--- src/rtl/keylock_pkg.sv ---
// Shared key codes, FSM state encoding and small helpers for the keypad lock.
package keylock_pkg;

  localparam logic [3:0] KEY_STAR    = 4'd10;
  localparam logic [3:0] KEY_HASH    = 4'd11;
  localparam logic [3:0] KEY_DIG_MAX = 4'd9;

  typedef logic [3:0] bcd_t;

  typedef enum logic [2:0] {
    ST_IDLE,
    ST_ENTRY,
    ST_PROG_SLOT,
    ST_PROG_NEW,
    ST_PROG_CONFIRM,
    ST_LOCKOUT
  } state_e;

  // $clog2 that never yields a zero-width vector for tiny parameters
  function automatic int clog2_min1(input int n);
    return (n > 1) ? $clog2(n) : 1;
  endfunction

endpackage

--- src/rtl/keylock_code_store.sv ---
// Programmable user-code slots with valid bits and a combinational any-match
// against the entry buffer. Invalid slots never match.
module keylock_code_store
  import keylock_pkg::*;
#(
  parameter int DIGITS    = 6,
  parameter int NUM_SLOTS = 4,
  localparam int IDX_W    = clog2_min1(NUM_SLOTS),
  localparam int CODE_W   = DIGITS * 4
) (
  input  logic              clk_i,
  input  logic              rst_i,
  input  logic              wr_en_i,
  input  logic              wr_set_i,
  input  logic [IDX_W-1:0]  wr_idx_i,
  input  logic [CODE_W-1:0] wr_data_i,
  input  logic [CODE_W-1:0] cmp_data_i,
  output logic              match_o
);

  logic [CODE_W-1:0]    slot_q [NUM_SLOTS];
  logic [NUM_SLOTS-1:0] vld_q;

  always_ff @(posedge clk_i) begin
    if (rst_i) begin
      vld_q <= '0;
    end else begin
      for (int s = 0; s < NUM_SLOTS; s++) begin
        if (wr_en_i && (wr_idx_i == IDX_W'(s))) vld_q[s] <= wr_set_i;
      end
    end
  end

  // Slot contents are data only; the valid bits decide whether they count.
  always_ff @(posedge clk_i) begin
    for (int s = 0; s < NUM_SLOTS; s++) begin
      if (wr_en_i && wr_set_i && (wr_idx_i == IDX_W'(s))) slot_q[s] <= wr_data_i;
    end
  end

  always_comb begin
    match_o = 1'b0;
    for (int s = 0; s < NUM_SLOTS; s++) begin
      if (vld_q[s] && (slot_q[s] == cmp_data_i)) match_o = 1'b1;
    end
  end

endmodule

--- src/rtl/keylock_ctrl.sv ---
// Keypad lock controller: BCD entry buffer, master/user code check, slot
// programming with confirmation, failed-attempt lockout and inactivity timeout.
module keylock_ctrl
  import keylock_pkg::*;
#(
  parameter int                  DIGITS         = 6,
  parameter int                  NUM_SLOTS      = 4,
  parameter logic [DIGITS*4-1:0] MASTER_CODE    = 'h555116,
  parameter int                  MAX_FAILS      = 3,
  parameter int                  LOCKOUT_CYCLES = 36_000_000,
  parameter int                  TIMEOUT_CYCLES = 120_000_000,
  localparam int                 FAIL_W         = $clog2(MAX_FAILS + 1)
) (
  input  logic              hwclk,
  input  logic              reset,
  input  logic [3:0]        key,
  input  logic              key_valid,
  output logic              locked,
  output logic              unlock_evt,
  output logic              error_evt,
  output logic              prog_ok_evt,
  output logic              lockout,
  output logic              prog_mode,
  output logic [FAIL_W-1:0] fail_count,
  output logic              busy
);

  localparam int CODE_W = DIGITS * 4;
  localparam int CNT_W  = $clog2(DIGITS + 2);
  localparam int IDX_W  = clog2_min1(NUM_SLOTS);
  localparam int LCK_W  = clog2_min1(LOCKOUT_CYCLES);
  localparam int TMO_W  = clog2_min1(TIMEOUT_CYCLES);

  localparam logic [CNT_W-1:0] CNT_FULL = CNT_W'(DIGITS);
  localparam logic [CNT_W-1:0] CNT_SAT  = CNT_W'(DIGITS + 1);
  localparam logic [LCK_W-1:0] LCK_LOAD = LCK_W'(LOCKOUT_CYCLES - 1);
  localparam logic [TMO_W-1:0] TMO_LOAD = TMO_W'(TIMEOUT_CYCLES - 1);

  state_e              state_q, state_d;
  logic [CODE_W-1:0]   buf_q, buf_d;
  logic [CNT_W-1:0]    cnt_q, cnt_d;
  logic                ovl_q, ovl_d;
  logic                locked_q, locked_d;
  logic [FAIL_W-1:0]   fail_q, fail_d;
  logic [IDX_W-1:0]    slot_q, slot_d;
  logic [CODE_W-1:0]   cand_q, cand_d;
  logic [LCK_W-1:0]    lck_q, lck_d;
  logic [TMO_W-1:0]    tmo_q, tmo_d;
  logic                unlock_q, unlock_d;
  logic                err_q, err_d;
  logic                prog_q, prog_d;

  logic                wr_en, wr_set, slot_match;
  logic                push, clr;
  logic                is_digit, is_star, is_hash;
  logic                code_full, code_ok, in_timed, fail_reach;
  logic [CODE_W-1:0]   sh_buf;

  function automatic logic [CNT_W-1:0] sat_inc(input logic [CNT_W-1:0] c);
    return (c == CNT_SAT) ? c : c + 1'b1;
  endfunction

  keylock_code_store #(
    .DIGITS   (DIGITS),
    .NUM_SLOTS(NUM_SLOTS)
  ) u_store (
    .clk_i     (hwclk),
    .rst_i     (reset),
    .wr_en_i   (wr_en),
    .wr_set_i  (wr_set),
    .wr_idx_i  (slot_q),
    .wr_data_i (buf_q),
    .cmp_data_i(buf_q),
    .match_o   (slot_match)
  );

  assign is_digit   = key_valid && (key <= KEY_DIG_MAX);
  assign is_star    = key_valid && (key == KEY_STAR);
  assign is_hash    = key_valid && (key == KEY_HASH);
  assign sh_buf     = {buf_q[CODE_W-5:0], bcd_t'(key)};
  assign code_full  = (cnt_q == CNT_FULL) && !ovl_q;
  assign code_ok    = code_full && ((buf_q == MASTER_CODE) || slot_match);
  assign in_timed   = (state_q == ST_ENTRY) || (state_q == ST_PROG_SLOT) ||
                      (state_q == ST_PROG_NEW) || (state_q == ST_PROG_CONFIRM);
  assign fail_reach = (int'(fail_q) + 1) >= MAX_FAILS;

  always_comb begin
    state_d  = state_q;
    buf_d    = buf_q;
    cnt_d    = cnt_q;
    ovl_d    = ovl_q;
    locked_d = locked_q;
    fail_d   = fail_q;
    slot_d   = slot_q;
    cand_d   = cand_q;
    lck_d    = (lck_q != '0) ? lck_q - 1'b1 : lck_q;
    tmo_d    = (key_valid || !in_timed) ? TMO_LOAD :
               ((tmo_q != '0) ? tmo_q - 1'b1 : tmo_q);
    unlock_d = 1'b0;
    err_d    = 1'b0;
    prog_d   = 1'b0;
    wr_en    = 1'b0;
    wr_set   = 1'b0;
    push     = 1'b0;
    clr      = 1'b0;

    unique case (state_q)
      ST_IDLE: begin
        if (is_digit) begin
          state_d = ST_ENTRY;
          push    = 1'b1;
        end else if (is_star) begin
          if (locked_q) err_d = 1'b1;
          else          state_d = ST_PROG_SLOT;
        end
      end

      ST_ENTRY: begin
        if (is_digit) begin
          push = 1'b1;
        end else if (is_hash) begin
          if (code_ok) begin
            locked_d = !locked_q;
            unlock_d = 1'b1;
            fail_d   = '0;
            state_d  = ST_IDLE;
          end else begin
            err_d  = 1'b1;
            fail_d = fail_q + 1'b1;
            if (fail_reach) begin
              state_d = ST_LOCKOUT;
              lck_d   = LCK_LOAD;
              clr     = 1'b1;
            end else begin
              state_d = ST_IDLE;
            end
          end
        end else if (is_star) begin
          state_d = ST_IDLE;
        end
      end

      ST_PROG_SLOT: begin
        if (is_digit) begin
          if (int'(key) < NUM_SLOTS) begin
            slot_d  = IDX_W'(key);
            state_d = ST_PROG_NEW;
          end else begin
            err_d   = 1'b1;
            state_d = ST_IDLE;
          end
        end else if (is_hash) begin
          err_d   = 1'b1;
          state_d = ST_IDLE;
        end else if (is_star) begin
          state_d = ST_IDLE;
        end
      end

      ST_PROG_NEW: begin
        if (is_digit) begin
          push = 1'b1;
        end else if (is_hash) begin
          if (cnt_q == '0) begin
            wr_en   = 1'b1;
            prog_d  = 1'b1;
            state_d = ST_IDLE;
          end else if (code_full) begin
            cand_d  = buf_q;
            clr     = 1'b1;
            state_d = ST_PROG_CONFIRM;
          end else begin
            err_d   = 1'b1;
            state_d = ST_IDLE;
          end
        end else if (is_star) begin
          state_d = ST_IDLE;
        end
      end

      ST_PROG_CONFIRM: begin
        if (is_digit) begin
          push = 1'b1;
        end else if (is_hash) begin
          if (code_full && (buf_q == cand_q)) begin
            wr_en  = 1'b1;
            wr_set = 1'b1;
            prog_d = 1'b1;
          end else begin
            err_d  = 1'b1;
          end
          state_d = ST_IDLE;
        end else if (is_star) begin
          state_d = ST_IDLE;
        end
      end

      ST_LOCKOUT: begin
        // Keys are ignored here, including one arriving on the expiry cycle.
        if (lck_q == '0) begin
          fail_d  = '0;
          state_d = ST_IDLE;
        end
      end

      default: state_d = ST_IDLE;
    endcase

    // A key in the expiry cycle already reloaded the timer, so it wins.
    if (in_timed && !key_valid && (tmo_q == '0)) state_d = ST_IDLE;

    if (push) begin
      buf_d = sh_buf;
      cnt_d = sat_inc(cnt_q);
      ovl_d = ovl_q || (cnt_q >= CNT_FULL);
    end

    if (clr || (state_d == ST_IDLE)) begin
      buf_d = '0;
      cnt_d = '0;
      ovl_d = 1'b0;
    end
  end

  always_ff @(posedge hwclk) begin
    if (reset) begin
      state_q  <= ST_IDLE;
      buf_q    <= '0;
      cnt_q    <= '0;
      ovl_q    <= 1'b0;
      locked_q <= 1'b1;
      fail_q   <= '0;
      unlock_q <= 1'b0;
      err_q    <= 1'b0;
      prog_q   <= 1'b0;
    end else begin
      state_q  <= state_d;
      buf_q    <= buf_d;
      cnt_q    <= cnt_d;
      ovl_q    <= ovl_d;
      locked_q <= locked_d;
      fail_q   <= fail_d;
      unlock_q <= unlock_d;
      err_q    <= err_d;
      prog_q   <= prog_d;
    end
  end

  always_ff @(posedge hwclk) begin
    slot_q <= slot_d;
    cand_q <= cand_d;
    lck_q  <= lck_d;
    tmo_q  <= tmo_d;
  end

  assign locked      = locked_q;
  assign unlock_evt  = unlock_q;
  assign error_evt   = err_q;
  assign prog_ok_evt = prog_q;
  assign fail_count  = fail_q;
  assign lockout     = (state_q == ST_LOCKOUT);
  assign prog_mode   = (state_q == ST_PROG_SLOT) || (state_q == ST_PROG_NEW) ||
                       (state_q == ST_PROG_CONFIRM);
  assign busy        = (state_q != ST_IDLE);

endmodule

--- config.mk ---
export PLATFORM = sky130hd
export DESIGN_NAME = keylock_ctrl
export DESIGN_NICKNAME = d
export VERILOG_FILES = /design/src/rtl/keylock_pkg.sv /design/src/rtl/keylock_code_store.sv /design/src/rtl/keylock_ctrl.sv
export SDC_FILE = /design/constraint.sdc
export NUM_CORES = 1
export LEC_CHECK = 0
export ABC_AREA = 1
export BUFFER_PORTS_ARGS = -buffer_cell sky130_fd_sc_hd__clkbuf_2
export CORE_MARGIN = 10
export CORE_UTILIZATION = 60
export CTS_CLUSTER_DIAMETER = 150
export DETAILED_ROUTE_END_ITERATION = 8
export GPL_ROUTABILITY_DRIVEN = 1
export PLACE_DENSITY = 0.87
export SLEW_MARGIN = 10
export SYNTH_ARGS = -nofsm -noshare
export SYNTH_HDL_FRONTEND = slang
export SYNTH_HIERARCHICAL = 1
export SYNTH_SLANG_ARGS = --single-unit
--- constraint.sdc ---
create_clock -name hwclk -period 8.3 [get_ports hwclk]
set_clock_uncertainty 0.15 [all_clocks]
set_input_delay 0.83 -clock hwclk [delete_from_list [all_inputs] [get_ports hwclk]]
set_output_delay 0.83 -clock hwclk [all_outputs]
set_load 0.01 [all_outputs]
==> results.tsv <==
metric	value	unit
synthArstFlopShare	0	
firstDrtPassIters	5	
worstPathRequired	8330	ps
port_buffers	15	
ys_seq_elements	216	
hpwlAfterDp	16.6	mm
power	2.31	mW
critical-path-max-stage-delay	760	ps
cp-start-kind	flip-flop	
yosys_warnings	6	
drc	0	
drive_gt1_frac	0.0999	
crit_chain	inv_1 > ha_1 > inv_1 > nor3_1 > inv_1 > nor3_1 > nand3_1 > nor2_1 > nand3_1 > nand2_1 > nand2_1 > nor3_2 > buf_4	
first_global_vias	7978	
worstSetupEndpointType	flip-flop	
peakVddDrop	176	uV
multiInputGateArea	4210	sq um
track_usage	0.215	
regArea	5550	sq um
drtIter0Drc	753	
root_buffer	clkbuf_16	
num_vias	8220	
dpl-instance-area	10700	sq um
ios	16	
status	completed	
diodes	0	
synthAdderAreaFrac	0.0108	
overflow	0	
ys_types	43	
p_leak	4.53	nW
nFillCells	1348	
synth-main-ff-cell	edfxtp_1	
synth-compound-area-share	0.0601	
die-area	23000	sq um
clk_pin_slew	60	ps
clock-sinks	216	
grt_first_pass_wirelength	39.6	mm
hold_viol	0	
synth_nets	1265	
ys_seq_area_frac	0.534	
detail_route.wl_per_cell	16.2	um
synthXorXnorAreaFrac	0.0599	
synth-edff-count	122	
clock_latency	510	ps
chipWidth	152	um
htreeDepth	1	
area_growth	10.4	%
cap_violations	0	
finalCriticalPeriod	3780	ps
cp_slowest_cell	nor3_2	
max_freq	265	MHz
coreArea	17100	sq um
finalSetupViolCount	0	
avgSynthCellArea	8.31	sq um
synthMuxAreaShare	0	
cts_buffers	22	
grt_start_max_net_pins	35	
initial_core_util	0.606	
vias_per_cell	5.42	
slew_headroom	0.357	
period_share	0.456	
dieHeight	152	um
synth_top_family_by_area	simple AND/OR/NAND/NOR gates	
utilization	0.670	
grt_antenna_before_repair	0	
cpMostUsedCell	inv_1	
fin_area	11500	sq um
holdBufCountCts	0	
r2r_slack	4520	ps
slew_violations	0	
fin_nets	1292	
synth-simple-area-share	0.271	
cts_tree	yes	
post_cts_buffers	0	
synth_cells	1249	
routabilityCongestion	0.942	
min_path_type	reg -> reg	
cp.arrival	3810	ps
cts_buffer_depth	3	
fp-row-count	48	
wirelength	24.5	mm
path_max_fanout	15	
ant_nets	0	
synth_area	10400	sq um
cts_resized	0	
tns	0	ps
worst_slew_pin_slew	959	ps
power_density	201	nW/um^2
crit_type	reg -> reg	
grt_setup_unrepaired	no	
power breakdown:
group | internal (mW) | switching (mW) | total (mW)
clock network | 0.606 | 0.401 | 1.01
logic | 0.0427 | 0.0873 | 0.130
registers | 1.14 | 0.0313 | 1.17
total | 1.79 | 0.519 | 2.31
logic make-up after synthesis:
logic type               after synthesis
adder cells (fa/ha/maj)                9
AND/OR/NAND/NOR                      671
AO/OA/AOI/OAI                        111
buffers and inverters                171
XOR/XNOR                              71
flip-flops                           216
per-layer routing:
| layer | wire length, um | track usage | share of wire |
|---|---|---|---|
| met5 | 0 | 0 | 0 |
| met4 | 734 | 0.0663 | 0.030 |
| met3 | 1590 | 0.0318 | 0.065 |
| met2 | 11600 | 0.358 | 0.47 |
| met1 | 10600 | 0.285 | 0.43 |
final cells by class:
cell class	count	area share
Sequential cell	216	0.484
Tap cell	225	0.0246
Inverter	153	0.0501
Multi-Input combinational cell	862	0.367
Clock buffer	34	0.0573
Clock inverter	5	0.00677
Timing Repair Buffer	21	0.0105
critical path, delay by kind of cell (launching register included):
kind | cells | cell delay [ps]
buf+inv | 4 | 690
simple gates | 8 | 2120
flops | 1 | 330
fa+ha+maj | 1 | 140
per-stage QoR:
| stage | hold slack, ps | worst slack, ps | instances |
|---|---|---|---|
| 2_1_floorplan | 284 | 4380 | 1249 |
| 3_3_place_gp | 296 | 4720 | 1477 |
| 3_5_place_dp | 303 | 4660 | 1477 |
| 4_1_cts | 312 | 4540 | 1516 |
| 5_1_grt | 369 | 4110 | 1516 |
| 6_report | 311 | 4520 | 1516 |
cell usage after synthesis, types with 7 or more instances:
cell type  instances  share of area
edfxtp_1         122           0.35
o21ai_0           53          0.026
nand3_1           49          0.024
inv_1            129          0.047
nor2_1           205          0.074
nor2_2            27          0.016
xnor2_1           54          0.046
xor2_1            17          0.014
nand2_1          336           0.12
buf_2              7         0.0034
clkbuf_1           8         0.0029
dfxtp_1           94           0.18
o21ai_1           11         0.0053
inv_2             24         0.0087
a21oi_1           21          0.010
nor3_1            19         0.0092
o211ai_1          12         0.0087
nand4_1           11         0.0066
ha_1               9          0.011
placed cells by master, fill, tap and decap left out, drive strengths merged:
master	instances
dfxtp	94
clkinv	2
a211oi	2
o21ai	64
nand4	12
o31ai	1
ha	9
a31o	1
a211o	2
nand3	52
clkinvlp	1
nand2	342
bufinv	2
o22ai	1
buf	6
o2111ai	1
o21a	1
o211ai	12
edfxtp	122
and3	1
a22o	1
xnor2	54
nor4b	1
nor3	22
nor2	235
clkbuf	49
inv	153
xor2	17
a31oi	1
a21boi	3
nor4	2
a21oi	21
or2	4
sequential cells by signal, indices dropped and copies added, names as in the netlist:
signal,flops
u_store/slot_q,96
tmo_q,27
lck_q,26
buf_q,24
cand_q,24
u_store/vld_q,4
cnt_q,3
state_q,3
fail_count,2
slot_q,2
error_evt,1
locked,1
ovl_q,1
prog_ok_evt,1
unlock_evt,1
path summary, 6_finish.rpt:
check | startpoint | end | cells past startpoint
setup / recovery | cnt_q[0] | u_store/slot_q[0][13] | 13
hold / removal | tmo_q[26] | tmo_q[26] | 2
hold reg to reg | tmo_q[26] | tmo_q[26] | 2
setup reg to reg | cnt_q[0] | u_store/slot_q[0][13] | 13
(Power assumes the default switching activity.)
